[config.mk]
export PLATFORM = sky130hd
export DESIGN_NAME = mem_ctrl_banked
export DESIGN_NICKNAME = d
export VERILOG_FILES = /design/src/rtl/mem_ctrl_banked.sv
export SDC_FILE = /design/constraint.sdc
export NUM_CORES = 1
export LEC_CHECK = 0
export BUFFER_PORTS_ARGS = -buffer_cell sky130_fd_sc_hd__buf_2
export CAP_MARGIN = 20
export CORE_MARGIN = 3
export CORE_UTILIZATION = 55
export CTS_CLUSTER_SIZE = 25
export DETAILED_ROUTE_END_ITERATION = 16
export PLACE_DENSITY = 0.85
export SETUP_SLACK_MARGIN = 0.2
export SLEW_MARGIN = 25
export SYNTH_ARGS = -nofsm -noshare
export SYNTH_HDL_FRONTEND = slang
export SYNTH_SLANG_ARGS = --single-unit
[constraint.sdc]
create_clock -name clk -period 6 [get_ports clk]
set_input_delay 0.3 -clock clk [delete_from_list [all_inputs] [get_ports clk]]
set_output_delay 0.3 -clock clk [all_outputs]
set_load 0.03 [all_outputs]
[src/rtl/mem_ctrl_banked.sv]
// mem_ctrl_banked: open-page multi-bank DRAM controller with programmable command timing
// and periodic refresh; accepts one host request at a time over a valid/ready handshake.
module mem_ctrl_banked #(
    parameter int NUM_BANKS = 4,
    parameter int ROW_W     = 4,
    parameter int COL_W     = 12,
    parameter int DATA_W    = 32,
    parameter int T_RCD     = 3,
    parameter int T_RP      = 3,
    parameter int T_CL      = 2,
    parameter int T_WR      = 2,
    parameter int T_REFI    = 300,
    parameter int T_RFC     = 5,
    localparam int BANK_W   = $clog2(NUM_BANKS),
    localparam int ADDR_W   = BANK_W + ROW_W + COL_W
) (
    input  logic              clk,
    input  logic              rst,
    input  logic              req_valid,
    output logic              req_ready,
    input  logic              req_rdnwr,
    input  logic [ADDR_W-1:0] req_addr,
    input  logic [DATA_W-1:0] req_wdata,
    output logic              rsp_valid,
    output logic [DATA_W-1:0] rsp_rdata,
    output logic [2:0]        command,
    output logic              cs_n,
    output logic [BANK_W-1:0] ba,
    output logic [ROW_W-1:0]  ra,
    output logic [COL_W-1:0]  ca,
    output logic [DATA_W-1:0] dq_out,
    output logic              dq_oe,
    input  logic [DATA_W-1:0] dq_in,
    output logic              refresh_pending
);

    localparam logic [2:0] CMD_NOP     = 3'b000;
    localparam logic [2:0] CMD_ACT     = 3'b001;
    localparam logic [2:0] CMD_READ    = 3'b010;
    localparam logic [2:0] CMD_WRITE   = 3'b011;
    localparam logic [2:0] CMD_PRE     = 3'b100;
    localparam logic [2:0] CMD_REFRESH = 3'b101;
    localparam logic [2:0] CMD_PREALL  = 3'b110;

    localparam int CNT_W = 16;
    localparam int REF_W = $clog2(T_REFI);

    typedef enum logic [3:0] {
        IDLE, PRE, RP_WAIT, ACT, RCD_WAIT, RD, CL_WAIT,
        WR, WR_WAIT, PREALL, RFC_WAIT, REFRESH
    } state_t;

    state_t             state, state_next;
    logic [CNT_W-1:0]   cnt, cnt_next;
    logic               in_ref, in_ref_next;
    logic               rsp_next;
    logic [2:0]         cmd_next;

    logic               lat_rdnwr;
    logic [BANK_W-1:0]  lat_bank;
    logic [ROW_W-1:0]   lat_row;
    logic [COL_W-1:0]   lat_col;
    logic [DATA_W-1:0]  lat_wdata;

    logic               cur_rdnwr;
    logic [BANK_W-1:0]  cur_bank;
    logic [ROW_W-1:0]   cur_row;
    logic [COL_W-1:0]   cur_col;
    logic [DATA_W-1:0]  cur_wdata;

    logic [NUM_BANKS-1:0] open_valid;
    logic [ROW_W-1:0]     open_row [NUM_BANKS];

    logic [REF_W-1:0]   ref_cnt;
    logic               ref_expire;
    logic               pending_next;
    logic               accept;
    logic               hit;

    // In IDLE the decision is made on the live request; afterwards on the latched copy.
    assign cur_rdnwr  = (state == IDLE) ? req_rdnwr : lat_rdnwr;
    assign cur_bank   = (state == IDLE) ? req_addr[ADDR_W-1 -: BANK_W] : lat_bank;
    assign cur_row    = (state == IDLE) ? req_addr[COL_W +: ROW_W] : lat_row;
    assign cur_col    = (state == IDLE) ? req_addr[COL_W-1:0] : lat_col;
    assign cur_wdata  = (state == IDLE) ? req_wdata : lat_wdata;

    assign accept     = req_valid && req_ready;
    assign hit        = open_valid[cur_bank] && (open_row[cur_bank] == cur_row);
    assign ref_expire = (ref_cnt == REF_W'(T_REFI - 1));
    // A fresh expiry wins over the clear so no refresh interval is ever lost.
    assign pending_next = ref_expire || (refresh_pending && (state_next != REFRESH));

    always_comb begin
        state_next  = state;
        cnt_next    = (cnt == '0) ? '0 : cnt - 1'b1;
        in_ref_next = in_ref;
        rsp_next    = 1'b0;
        cmd_next    = CMD_NOP;

        case (state)
            IDLE: begin
                if (refresh_pending) begin
                    in_ref_next = 1'b1;
                    state_next  = (|open_valid) ? PREALL : REFRESH;
                end else if (accept) begin
                    if (hit)
                        state_next = cur_rdnwr ? RD : WR;
                    else if (open_valid[cur_bank])
                        state_next = PRE;
                    else
                        state_next = ACT;
                end
            end
            PRE:      state_next = (T_RP == 1) ? ACT : RP_WAIT;
            PREALL:   state_next = (T_RP == 1) ? REFRESH : RP_WAIT;
            RP_WAIT:  if (cnt == '0) state_next = in_ref ? REFRESH : ACT;
            ACT:      state_next = (T_RCD == 1) ? (cur_rdnwr ? RD : WR) : RCD_WAIT;
            RCD_WAIT: if (cnt == '0) state_next = cur_rdnwr ? RD : WR;
            RD: begin
                state_next = CL_WAIT;
                cnt_next   = CNT_W'(T_CL - 1);
            end
            CL_WAIT: begin
                if (cnt == '0) begin
                    state_next = IDLE;
                    rsp_next   = 1'b1;
                end
            end
            WR:       state_next = (T_WR == 1) ? IDLE : WR_WAIT;
            WR_WAIT:  if (cnt == '0) state_next = IDLE;
            REFRESH: begin
                in_ref_next = 1'b0;
                state_next  = (T_RFC == 1) ? IDLE : RFC_WAIT;
            end
            RFC_WAIT: if (cnt == '0) state_next = IDLE;
            default:  state_next = IDLE;
        endcase

        // Command states never repeat, so entering one is where its following wait is timed.
        case (state_next)
            PRE:     begin cmd_next = CMD_PRE;     cnt_next = CNT_W'(T_RP - 1);  end
            PREALL:  begin cmd_next = CMD_PREALL;  cnt_next = CNT_W'(T_RP - 1);  end
            ACT:     begin cmd_next = CMD_ACT;     cnt_next = CNT_W'(T_RCD - 1); end
            RD:      cmd_next = CMD_READ;
            WR:      begin cmd_next = CMD_WRITE;   cnt_next = CNT_W'(T_WR - 1);  end
            REFRESH: begin cmd_next = CMD_REFRESH; cnt_next = CNT_W'(T_RFC - 1); end
            default: cmd_next = CMD_NOP;
        endcase
    end

    always_ff @(posedge clk or posedge rst) begin
        if (rst) begin
            state           <= IDLE;
            cnt             <= '0;
            in_ref          <= 1'b0;
            lat_rdnwr       <= 1'b0;
            lat_bank        <= '0;
            lat_row         <= '0;
            lat_col         <= '0;
            lat_wdata       <= '0;
            ref_cnt         <= '0;
            refresh_pending <= 1'b0;
            req_ready       <= 1'b0;
            rsp_valid       <= 1'b0;
            rsp_rdata       <= '0;
            command         <= CMD_NOP;
            cs_n            <= 1'b1;
            ba              <= '0;
            ra              <= '0;
            ca              <= '0;
            dq_out          <= '0;
            dq_oe           <= 1'b0;
            open_valid      <= '0;
            for (int i = 0; i < NUM_BANKS; i++) open_row[i] <= '0;
        end else begin
            state           <= state_next;
            cnt             <= cnt_next;
            in_ref          <= in_ref_next;
            ref_cnt         <= ref_expire ? '0 : ref_cnt + 1'b1;
            refresh_pending <= pending_next;
            req_ready       <= (state_next == IDLE) && !pending_next;
            rsp_valid       <= rsp_next;
            if (rsp_next) rsp_rdata <= dq_in;
            command         <= cmd_next;
            cs_n            <= (cmd_next == CMD_NOP);
            dq_oe           <= (state_next == WR);
            dq_out          <= (state_next == WR) ? cur_wdata : '0;
            if (accept) begin
                lat_rdnwr <= req_rdnwr;
                lat_bank  <= cur_bank;
                lat_row   <= cur_row;
                lat_col   <= cur_col;
                lat_wdata <= req_wdata;
            end
            case (state_next)
                PRE: begin
                    ba                   <= cur_bank;
                    open_valid[cur_bank] <= 1'b0;
                end
                ACT: begin
                    ba                   <= cur_bank;
                    ra                   <= cur_row;
                    open_valid[cur_bank] <= 1'b1;
                    open_row[cur_bank]   <= cur_row;
                end
                RD, WR: begin
                    ba <= cur_bank;
                    ra <= cur_row;
                    ca <= cur_col;
                end
                PREALL, REFRESH: open_valid <= '0;
                default: ;
            endcase
        end
    end

endmodule

==> results of run 1 <==
worst max-delay path: stages, from the launching register on:
cell      delay, ns
dfrtp_1        0.57
nor4_4         0.34
buf_4          0.65
a21o_1         0.37
mux4_2         0.57
o21ai_0        0.09
and4bb_2       0.29
a21o_1         0.42
a21oi_1        0.56
mux2_2         0.40
state kept, by name (all words and copies together) (netlist names), 2 cells and up:
| signal | count |
|---|---|
| dq_out | 32 |
| lat_wdata | 32 |
| rsp_rdata | 32 |
| cnt | 16 |
| open_row | 16 |
| ca | 12 |
| lat_col | 12 |
| ref_cnt | 9 |
| lat_row | 4 |
| open_valid | 4 |
| ra | 4 |
| state | 4 |
| command | 3 |
| ba | 2 |
| lat_bank | 2 |
per-stage QoR:
step	power, mW	instance area, sq um	hold WS (ns)	std cells
after floorplan	1.34	8370	0.425	728
final	2.46	9970	0.0142	1083
after detailed placement	1.38	9380	0.443	1052
after global placement	1.37	9380	0.441	1052
after global routing	2.53	9970	0.0866	1083
after CTS	2.47	9960	0.0651	1083
per-layer routing:
metal	share of wire, %	wire length (um)
met1	41	7910
met2	49	9340
met3	7.1	1360
met4	2.5	486
met5	0.058	11
cells in the mapped netlist, types with 2 or more instances:
library cell  number  share of area [%]
nor2_1            22               0.99
nor2b_1            2               0.15
mux2i_1           20                2.4
a2111oi_0          2               0.21
dfrtp_1          190                 57
mux2_2           102                 14
nand4_1            4               0.30
nand2_1          103                4.6
nor3_1            29                1.7
buf_1              7               0.31
nand3_1           14               0.84
a31oi_1            4               0.30
nor4_1             4               0.30
o21ai_0           15               0.90
or3_1              5               0.37
xor2_1             7               0.73
and3_1             4               0.30
clkbuf_1          34                1.5
a21oi_1           67                4.0
o31ai_1            5               0.45
mux4_2             3               0.81
a21o_1             3               0.27
o41ai_1            2               0.21
a211oi_1           6               0.54
o211ai_1           5               0.45
nand2b_1           8               0.60
inv_1             12               0.54
xnor2_1           15                1.6
or4_1              6               0.54
ha_1               2               0.30
and2_1             3               0.22
where the power goes:
part	leakage, nW	total [mW]	switching, mW	internal (mW)
Combinational	2.04	0.0630	0.0406	0.0224
Clock	0.282	1.11	0.462	0.645
Sequential	2.57	1.29	0	1.29
Total	4.89	2.46	0.503	1.95
final cells by class:
class	instances	area [sq um]
Clock buffer	22	474
Clock inverter	9	108
Fill cell	1028	4730
Inverter	12	52.6
Multi-Input combinational cell	483	3390
Sequential cell	191	4780
Tap cell	184	230
Timing Repair Buffer	182	928
kinds of logic after synthesis:
family / synth area share, %
simple gates: 11.8
flops: 57.1
mux: 16.9
compound gates: 9.14
buf+inv: 2.44
xor+xnor: 2.30
fa+ha+maj: 0.299
worst paths after layout:
check                           start      endpoint  slack (ns)  cells past startpoint
setup / recovery             state[0]         ra[3]        1.60                      9
hold / removal                    rst  rsp_rdata[8]        0.01                      2
setup reg to reg             state[0]         ra[3]        1.60                      9
hold reg to reg            ref_cnt[0]    ref_cnt[0]        0.45                      1
max in group asynchronous         rst        cnt[0]        4.55                      3
min in group clk             dq_in[7]  rsp_rdata[7]        0.11                      2
==> impl_metrics.env, run 1 <==
export IMPL_status="complete, no violations"
export IMPL_cts_buffers=17
export IMPL_clockBufferDepth=2
export IMPL_syn_area_per_cell_sq_um=11.5
export IMPL_core_sq_um=14700
export IMPL_ant_nets=0
export IMPL_required_ns=6.31
export IMPL_antenna_found_initial=1
export IMPL_syn_area_sq_um=8370
export IMPL_finalCriticalPeriod_ns=4.40
export IMPL_htree_num_levels=4
export IMPL_final_cell_mix="dfrtp_1, buf_2, nand2_1, mux2_2, a21oi_1"
export IMPL_boundaryPins=176
export IMPL_synth_async_reset_ratio_pct=100
export IMPL_grt_busiest_layer="met2"
export IMPL_grt_use_total_pct=23.5
export IMPL_grt_pass1_vias=6243
export IMPL_syn_nets=816
export IMPL_vdd_drop_max_v=0.000243
export IMPL_portBuffers=175
export IMPL_period_share_pct=73.3
export IMPL_setup_tns_ns=0
export IMPL_dpl_hpwl_um=12700
export IMPL_drt_first_pass_iters=8
export IMPL_drtIter0Drc=463
export IMPL_grt_ovfl_total=0
export IMPL_final_nets=975
export IMPL_clock_sinks=191
export IMPL_worst_pin_slew_ns=0.883
export IMPL_yosysSeqAreaShare_pct=57.1
export IMPL_cts_clk_slew_worst_paths_ns=0.06
export IMPL_worst_setup_path_end_kind="flop"
export IMPL_synth_flop_cell="dfrtp_1"
export IMPL_synthCells=728
export IMPL_gr_usage_met2_pct=37.8
export IMPL_holdBufCountCts=0
export IMPL_cap_violations=0
export IMPL_dieWidth_um=129
export IMPL_timing_final_ws_setup_ns=1.60
export IMPL_wl_um=19100
export IMPL_vias=6213
export IMPL_max_freq_ghz=0.228
export IMPL_diodes=0
export IMPL_final_common_cell="dfrtp_1"
export IMPL_drive_gt1_share_pct=36.4
export IMPL_hold_class="input pin to async pin"
export IMPL_slew_violations=0
export IMPL_gp_congestion=0.898
export IMPL_dieArea_sq_um=16700
export IMPL_syn_to_final_growth_pct=19.1
export IMPL_cts_tree="yes"
export IMPL_use_met3_pct=6.27
export IMPL_grt_first_pass_wirelength_um=31000
export IMPL_yosys_warnings=0
export IMPL_clock_skew_ns=0.00830
export IMPL_post_route_util_pct=67.8
export IMPL_routed_via_density=5.74
export IMPL_startpoint_type="flop"
export IMPL_wl_per_cell_um=17.6
export IMPL_hold_viol=0
export IMPL_grt_max_degree=118
export IMPL_crit_arrival_ns=4.70
export IMPL_synth_distinct_cells=54
export IMPL_pre_cts_ws_ns=1.43
export IMPL_ctsResizeCount=0
export IMPL_drc=0
export IMPL_worstSetupPathType="flop to flop"
export IMPL_floorplan_rows=44
export IMPL_rsz0062_at_grt="no"
export IMPL_final_setup_viol_count=0
export IMPL_synth_edf_count=0
export IMPL_slew_headroom_pct=41.1
export IMPL_die_y_um=129
export IMPL_ys_seq_elements=191
export IMPL_crit_fanout=63
export IMPL_p_leak_nw=4.89
export IMPL_insertion_delay_ns=0.43
export IMPL_initial_core_util_pct=56.9
export IMPL_post_cts_buffers=0
export IMPL_powerDensity_nw_per_um2=247
export IMPL_root_buffer="clkbuf_16"
export IMPL_grtUsageMet1_pct=31.0
Note: power is estimated with default switching activity, not from simulation.
==> inputs of run 2 (changes only) <==
- ABC_AREA: not set -> 1
- CORE_UTILIZATION: 55 -> 50
- PLACE_DENSITY: 0.85 -> 0.82
- clock period: 6 -> 3.82 ns (I/O delays scaled with it)
==> run 2 against run 1 <==
  * Setup slack worse by 1.0 ns
  * Non-clock buffer count rose by 62
  * Utilization fell by 2.9 points
  * Clock skew up 0.0081 ns
  * Combinational power rose to 56 times the previous value
  * Count of clock-buffer cells in the layout is 3 lower
  * Maximum frequency grew 35%
  * Via count is 15% higher
  * Total power increased to 3.4 times the previous value
==> impl_metrics.env, run 2 <==
export IMPL_diodes=0
export IMPL_vias=7164
export IMPL_final_setup_viol_count=0
export IMPL_finalCriticalPeriod_ns=3.26
export IMPL_root_buffer="clkbuf_16"
export IMPL_cap_violations=0
export IMPL_syn_area_sq_um=8540
export IMPL_grt_busiest_layer="met2"
export IMPL_synthCells=969
export IMPL_yosysSeqAreaShare_pct=56.0
export IMPL_drive_gt1_share_pct=23.6
export IMPL_clockBufferDepth=2
export IMPL_ant_nets=0
export IMPL_worst_pin_slew_ns=0.923
export IMPL_drt_first_pass_iters=5
export IMPL_final_cell_mix="nand2_1, dfrtp_1, buf_2, inv_1, o21ai_0"
export IMPL_cts_clk_slew_worst_paths_ns=0.08
export IMPL_synth_async_reset_ratio_pct=100
export IMPL_gp_congestion=0.893
export IMPL_ys_seq_elements=191
export IMPL_required_ns=4.16
export IMPL_powerDensity_nw_per_um2=769
export IMPL_critical_path_max_stage_delay_ns=0.47
export IMPL_floorplan_rows=47
export IMPL_cp_startpoint="state[0]"
export IMPL_grt_ovfl_total=0
export IMPL_worst_setup_path_end_kind="flop"
export IMPL_startpoint_type="flop"
export IMPL_use_met3_pct=5.88
export IMPL_drc=0
export IMPL_slew_violations=0
export IMPL_wl_per_cell_um=14.3
export IMPL_yosys_warnings=0
export IMPL_htree_num_levels=4
export IMPL_slew_headroom_pct=38.4
export IMPL_multi_input_area_sq_um=3170
export IMPL_whs_ns=0.00933
export IMPL_syn_nets=1057
export IMPL_crit_buf_inv=2
export IMPL_yosysMostFrequentCell="nand2_1"
export IMPL_hold_class="input pin to flop"
export IMPL_status="complete, no violations"
export IMPL_grt_use_total_pct=22.0
export IMPL_area_sequential_sq_um=4780
export IMPL_gr_usage_met2_pct=35.5
export IMPL_setup_tns_ns=0
export IMPL_core_sq_um=16600
export IMPL_period_share_pct=85.4
export IMPL_worst_path_max_delay_cell="dfrtp_1"
export IMPL_final_nets=1285
export IMPL_yosys_area_top_type_share_pct=55.7
export IMPL_pre_cts_ws_ns=0.454
export IMPL_clock_sinks=191
export IMPL_grt_max_degree=92
export IMPL_boundaryPins=176
export IMPL_dieWidth_um=137
export IMPL_critical_path_top_delay_family="simple AND/OR/NAND/NOR gates"
export IMPL_dieArea_sq_um=18700
export IMPL_synth_area_top_cells="dfrtp_1, nand2_1, o21ai_0, inv_1, a211oi_2"
export IMPL_r2r_start="state[0]"
export IMPL_crit_arrival_ns=3.60
export IMPL_antenna_found_initial=1
export IMPL_holdCritStartpoint="req_wdata[0]"
export IMPL_top_regs="dq_out: 32 flops, lat_wdata: 32 flops, rsp_rdata: 32 flops"
export IMPL_synth_distinct_cells=42
export IMPL_p_leak_nw=5.47
export IMPL_synth_edf_count=0
export IMPL_clock_skew_ns=0.0164
export IMPL_crit_fanout=19
export IMPL_max_freq_ghz=0.307
export IMPL_vdd_drop_max_v=0.000428
export IMPL_grtUsageMet1_pct=28.5
export IMPL_cts_buffers=17
export IMPL_fillers=1266
export IMPL_worstSetupPathType="flop to flop"
export IMPL_grt_first_pass_wirelength_um=32900
export IMPL_syn_to_final_growth_pct=26.6
export IMPL_dpl_hpwl_um=13400
export IMPL_portBuffers=175
export IMPL_insertion_delay_ns=0.44
export IMPL_yosysTopAreaCell="dfrtp_1"
export IMPL_crit_chain="nor2_4 > nand3_2 > nand2_2 > inv_1 > nor2_1 > nand2_1 > nand3_1 > nand2_1 > nor2_2 > nand3_1 > nand2_1 > nand2_2 > a21oi_4 > nand2_4 > buf_4 > a211oi_1"
export IMPL_grt_pass1_vias=6961
export IMPL_wl_um=20400
export IMPL_final_common_cell="nand2_1"
export IMPL_drtIter0Drc=501
export IMPL_routed_via_density=5.01
export IMPL_initial_core_util_pct=51.3
export IMPL_rsz0062_at_grt="no"
export IMPL_die_y_um=137
export IMPL_synth_flop_cell="dfrtp_1"
export IMPL_hold_viol=0
export IMPL_yosys_top_cells_count="nand2_1, dfrtp_1, inv_1, o21ai_0, nor2_1"
export IMPL_syn_area_per_cell_sq_um=8.81
export IMPL_crit_top_cell="nand2_1"
export IMPL_cts_tree="yes"
export IMPL_timing_final_ws_setup_ns=0.559
[run 2: cell types whose count changed after synthesis, sizes merged, moves of 29 or more]
cell | previous run | this run
inv | 12 | 110
nor2 | 22 | 75
nand2 | 103 | 327
mux2 | 102 | 0
a21oi | 67 | 15
o21ai | 16 | 99
a211oi | 6 | 35
[run 2: report_power, final]
part	switching (mW)	leakage, nW	internal [mW]
clock network	0.808	0.274	0.926
registers	0.344	2.36	2.70
logic	2.49	2.83	1.04
total	3.64	5.47	4.67
[run 2: routing by layer]
metal | up-vias | share of wire, %
met2 | 224 | 48
li1 | 3521 | -
met1 | 3376 | 43
met3 | 41 | 6.6
met5 | - | 0.034
met4 | 2 | 2.5
[run 2: area by class of cell]
| type | count | area share (%) |
|---|---|---|
| clock inverter | 13 | 1.40 |
| inverter | 112 | 3.94 |
| clock buffer | 19 | 4.01 |
| multi-input combinational | 631 | 29.4 |
| tap | 220 | 2.55 |
| sequential | 191 | 44.2 |
| timing repair buffer | 244 | 14.5 |
[run 2: worst paths after layout]
check	cells past startpoint	to	slack, ns
worst max-delay path	16	dq_out[1]	0.56
worst min-delay path	3	lat_wdata[0]	0.009
worst max register to register	16	dq_out[1]	0.56
worst min register to register	2	rsp_rdata[23]	0.47
max in group asynchronous	4	rsp_rdata[9]	2.57
min in group asynchronous	3	ra[1]	0.41
[run 2: metrics by stage]
stage	util [%]	std cells	area (sq um)	total power, mW
floorplan	-	969	8540	5.67
global placement	57.8	1338	9610	6.40
CTS	64.9	1430	10800	8.31
finish	64.9	1430	10800	8.31
detailed placement	57.8	1338	9610	6.51
global route	64.9	1430	10800	8.91
[run 2: worst reg2reg max path: cells and delay by family, from the launching register on]
| kind | cells | cell delay (ns) |
|---|---|---|
| AO/OA/AOI/OAI | 2 | 0.46 |
| buffers and inverters | 2 | 0.40 |
| AND/OR/NAND/NOR | 12 | 1.83 |
| flip-flops | 1 | 0.47 |
[run 2: kinds of logic after synthesis]
family                     Yosys count  synth area share [%]
xor gates and xnor gates            12                  1.23
AOI/OAI and AO/OA                  156                  12.6
buffers and inverters              147                  7.03
adders and majority gates            2                 0.293
and+or+nand+nor                    461                  22.9
DFF                                191                  56.0
[run 2: what timing repair did]
item / 4_1_cts / 5_1_grt
resized for setup: 0 / 1
hold endpoints to repair: 84 / 0
setup endpoints to repair: 0 / 19
hold buffers: 60 / 0
buffers inserted: 0 / 0
==> inputs of run 3 (changes only) <==
- BUFFER_PORTS_ARGS: -buffer_cell sky130_fd_sc_hd__buf_2 -> -buffer_cell sky130_fd_sc_hd__buf_4
==> run 3 against run 2 <==
  * Total power rose by 1.8%
  * Clock power barely moved
  * Cell count barely moved
  * Global-route usage rose by 0.53 points
  * Hold slack improved by 0.011 ns
  * Sequential power barely moved
  * Critical path depth fell by 1
  * Clock skew fell by 0.00077 ns
  * Sequential cell count did not move
  * Die area did not move
  * Combinational power rose by 4%
  * Count of clock-buffer cells in the layout fell by 1
==> impl_metrics.env, run 3 (same netlist as run 2, synthesis figures left out) <==
export IMPL_clock_sinks=191
export IMPL_critical_path_max_stage_delay_ns=0.46
export IMPL_crit_arrival_ns=3.49
export IMPL_hold_class="input pin to flop"
export IMPL_grt_max_degree=116
export IMPL_htree_num_levels=4
export IMPL_cap_violations=0
export IMPL_vias=7191
export IMPL_grt_pass1_vias=6985
export IMPL_dpl_hpwl_um=13500
export IMPL_whs_ns=0.0202
export IMPL_final_setup_viol_count=0
export IMPL_grt_use_total_pct=22.6
export IMPL_antenna_found_initial=0
export IMPL_vdd_drop_max_v=0.000485
export IMPL_p_leak_nw=5.62
export IMPL_grt_ovfl_total=0
export IMPL_grt_first_pass_wirelength_um=33700
export IMPL_max_freq_ghz=0.316
export IMPL_drtIter0Drc=494
export IMPL_required_ns=4.14
export IMPL_initial_core_util_pct=51.3
export IMPL_syn_to_final_growth_pct=31.7
export IMPL_portBuffers=175
export IMPL_top_regs="dq_out: 32 flops, lat_wdata: 32 flops, rsp_rdata: 32 flops"
export IMPL_startpoint_type="flop"
export IMPL_instances_no_fill=1431
export IMPL_floorplan_rows=47
export IMPL_status="complete, no violations"
export IMPL_fillers=1275
export IMPL_place_inst=1337
export IMPL_power_mw=8.46
export IMPL_final_cell_mix="nand2_1, dfrtp_1, buf_4, inv_1, o21ai_0"
export IMPL_slew_violations=0
export IMPL_setup_tns_ns=0
export IMPL_worstSetupPathType="flop to flop"
export IMPL_finalCriticalPeriod_ns=3.17
export IMPL_rsz0062_at_grt="no"
export IMPL_drc=0
export IMPL_root_buffer="clkbuf_16"
export IMPL_ctsResizeCount=0
export IMPL_area_sequential_sq_um=4780
export IMPL_worst_setup_path_end_kind="flop"
export IMPL_ant_nets=0
export IMPL_holdBufCountCts=63
export IMPL_clockBufferDepth=2
export IMPL_wl_per_cell_um=14.6
export IMPL_crit_chain="nor2_4 > nand3_2 > nand2_2 > inv_1 > nor2_1 > nand2_1 > nand3_1 > nand2_1 > nor2_2 > nand3_1 > nand2_1 > nand2_2 > a21oi_4 > nand2_4 > a211oi_1"
export IMPL_powerDensity_nw_per_um2=752
export IMPL_hold_viol=0
export IMPL_diodes=0
export IMPL_drive_gt1_share_pct=23.5
export IMPL_cts_buffers=17
export IMPL_core_sq_um=16600
export IMPL_gp_congestion=0.907
export IMPL_final_common_cell="nand2_1"
export IMPL_boundaryPins=176
export IMPL_insertion_delay_ns=0.43
export IMPL_final_nets=1287
export IMPL_worst_path_max_delay_cell="dfrtp_1"
export IMPL_crit_top_cell="nand2_1"
export IMPL_dieWidth_um=137
export IMPL_clock_skew_ns=0.0157
export IMPL_cts_clk_slew_worst_paths_ns=0.08
export IMPL_die_y_um=137
export IMPL_routed_via_density=5.03
export IMPL_dieArea_sq_um=18700
export IMPL_wl_um=20800
export IMPL_post_cts_buffers=0
export IMPL_drt_first_pass_iters=5
export IMPL_cts_tree="yes"
export IMPL_period_share_pct=83.0
export IMPL_multi_input_area_sq_um=3160
export IMPL_crit_fanout=34
export IMPL_worst_pin_slew_ns=0.950
export IMPL_slew_headroom_pct=36.6
-- run 3: cell count changes in the layout (fill, tap and decap cells not counted), sizes merged --
cell	delta
dlygate4sd3	+3
buf	-1
clkbuf	-1
-- run 3: through the flow --
stage,setup WS (ns),instance area [sq um],utilization (%)
after floorplan,1.17,8540,-
after global placement,0.834,10000,60.3
after detailed placement,0.690,10000,60.3
after CTS,0.652,11200,67.6
after global routing,0.384,11200,67.6
final,0.651,11200,67.6
-- run 3: worst paths after layout --
path | startpoint | to | slack, ns | cells after the start
max | state[0] | dq_out[0] | 0.65 | 15
min | req_wdata[22] | lat_wdata[22] | 0.02 | 3
max reg2reg | state[0] | dq_out[0] | 0.65 | 15
min reg2reg | ref_cnt[0] | ref_cnt[0] | 0.46 | 1
max in group asynchronous | rst | dq_out[22] | 2.39 | 4
min in group asynchronous | rst | lat_wdata[4] | 0.41 | 3
-- run 3: critical path, delay by kind of cell (launching register included) --
family	cells	cell delay, ns
buf+inv	1	0.11
compound gates	2	0.58
flops	1	0.46
simple gates	12	1.88
-- run 3: where the power goes --
group	switching (mW)	internal [mW]	total (mW)
clock network	0.803	0.923	1.73
registers	0.363	2.70	3.07
logic	2.47	1.19	3.67
total	3.64	4.82	8.46
-- run 3: per-layer routing --
| layer | wire length, um | up-vias | global-route usage, % | share of wire (%) |
|---|---|---|---|---|
| li1 | - | 3516 | - | - |
| met1 | 8860 | 3386 | 29.6 | 43 |
| met2 | 9960 | 254 | 36.7 | 48 |
| met3 | 1600 | 35 | 5.51 | 7.7 |
| met4 | 416 | 0 | 8.12 | 2.0 |
| met5 | 0 | - | 0 | 0 |
-- run 3: cell type report --
cell class | count | share of cell area [%]
Timing Repair Buffer | 246 | 17.9
Clock inverter | 13 | 1.35
Inverter | 112 | 3.78
Sequential cell | 191 | 42.5
Clock buffer | 18 | 3.82
Multi-Input combinational cell | 631 | 28.1
Tap cell | 220 | 2.45
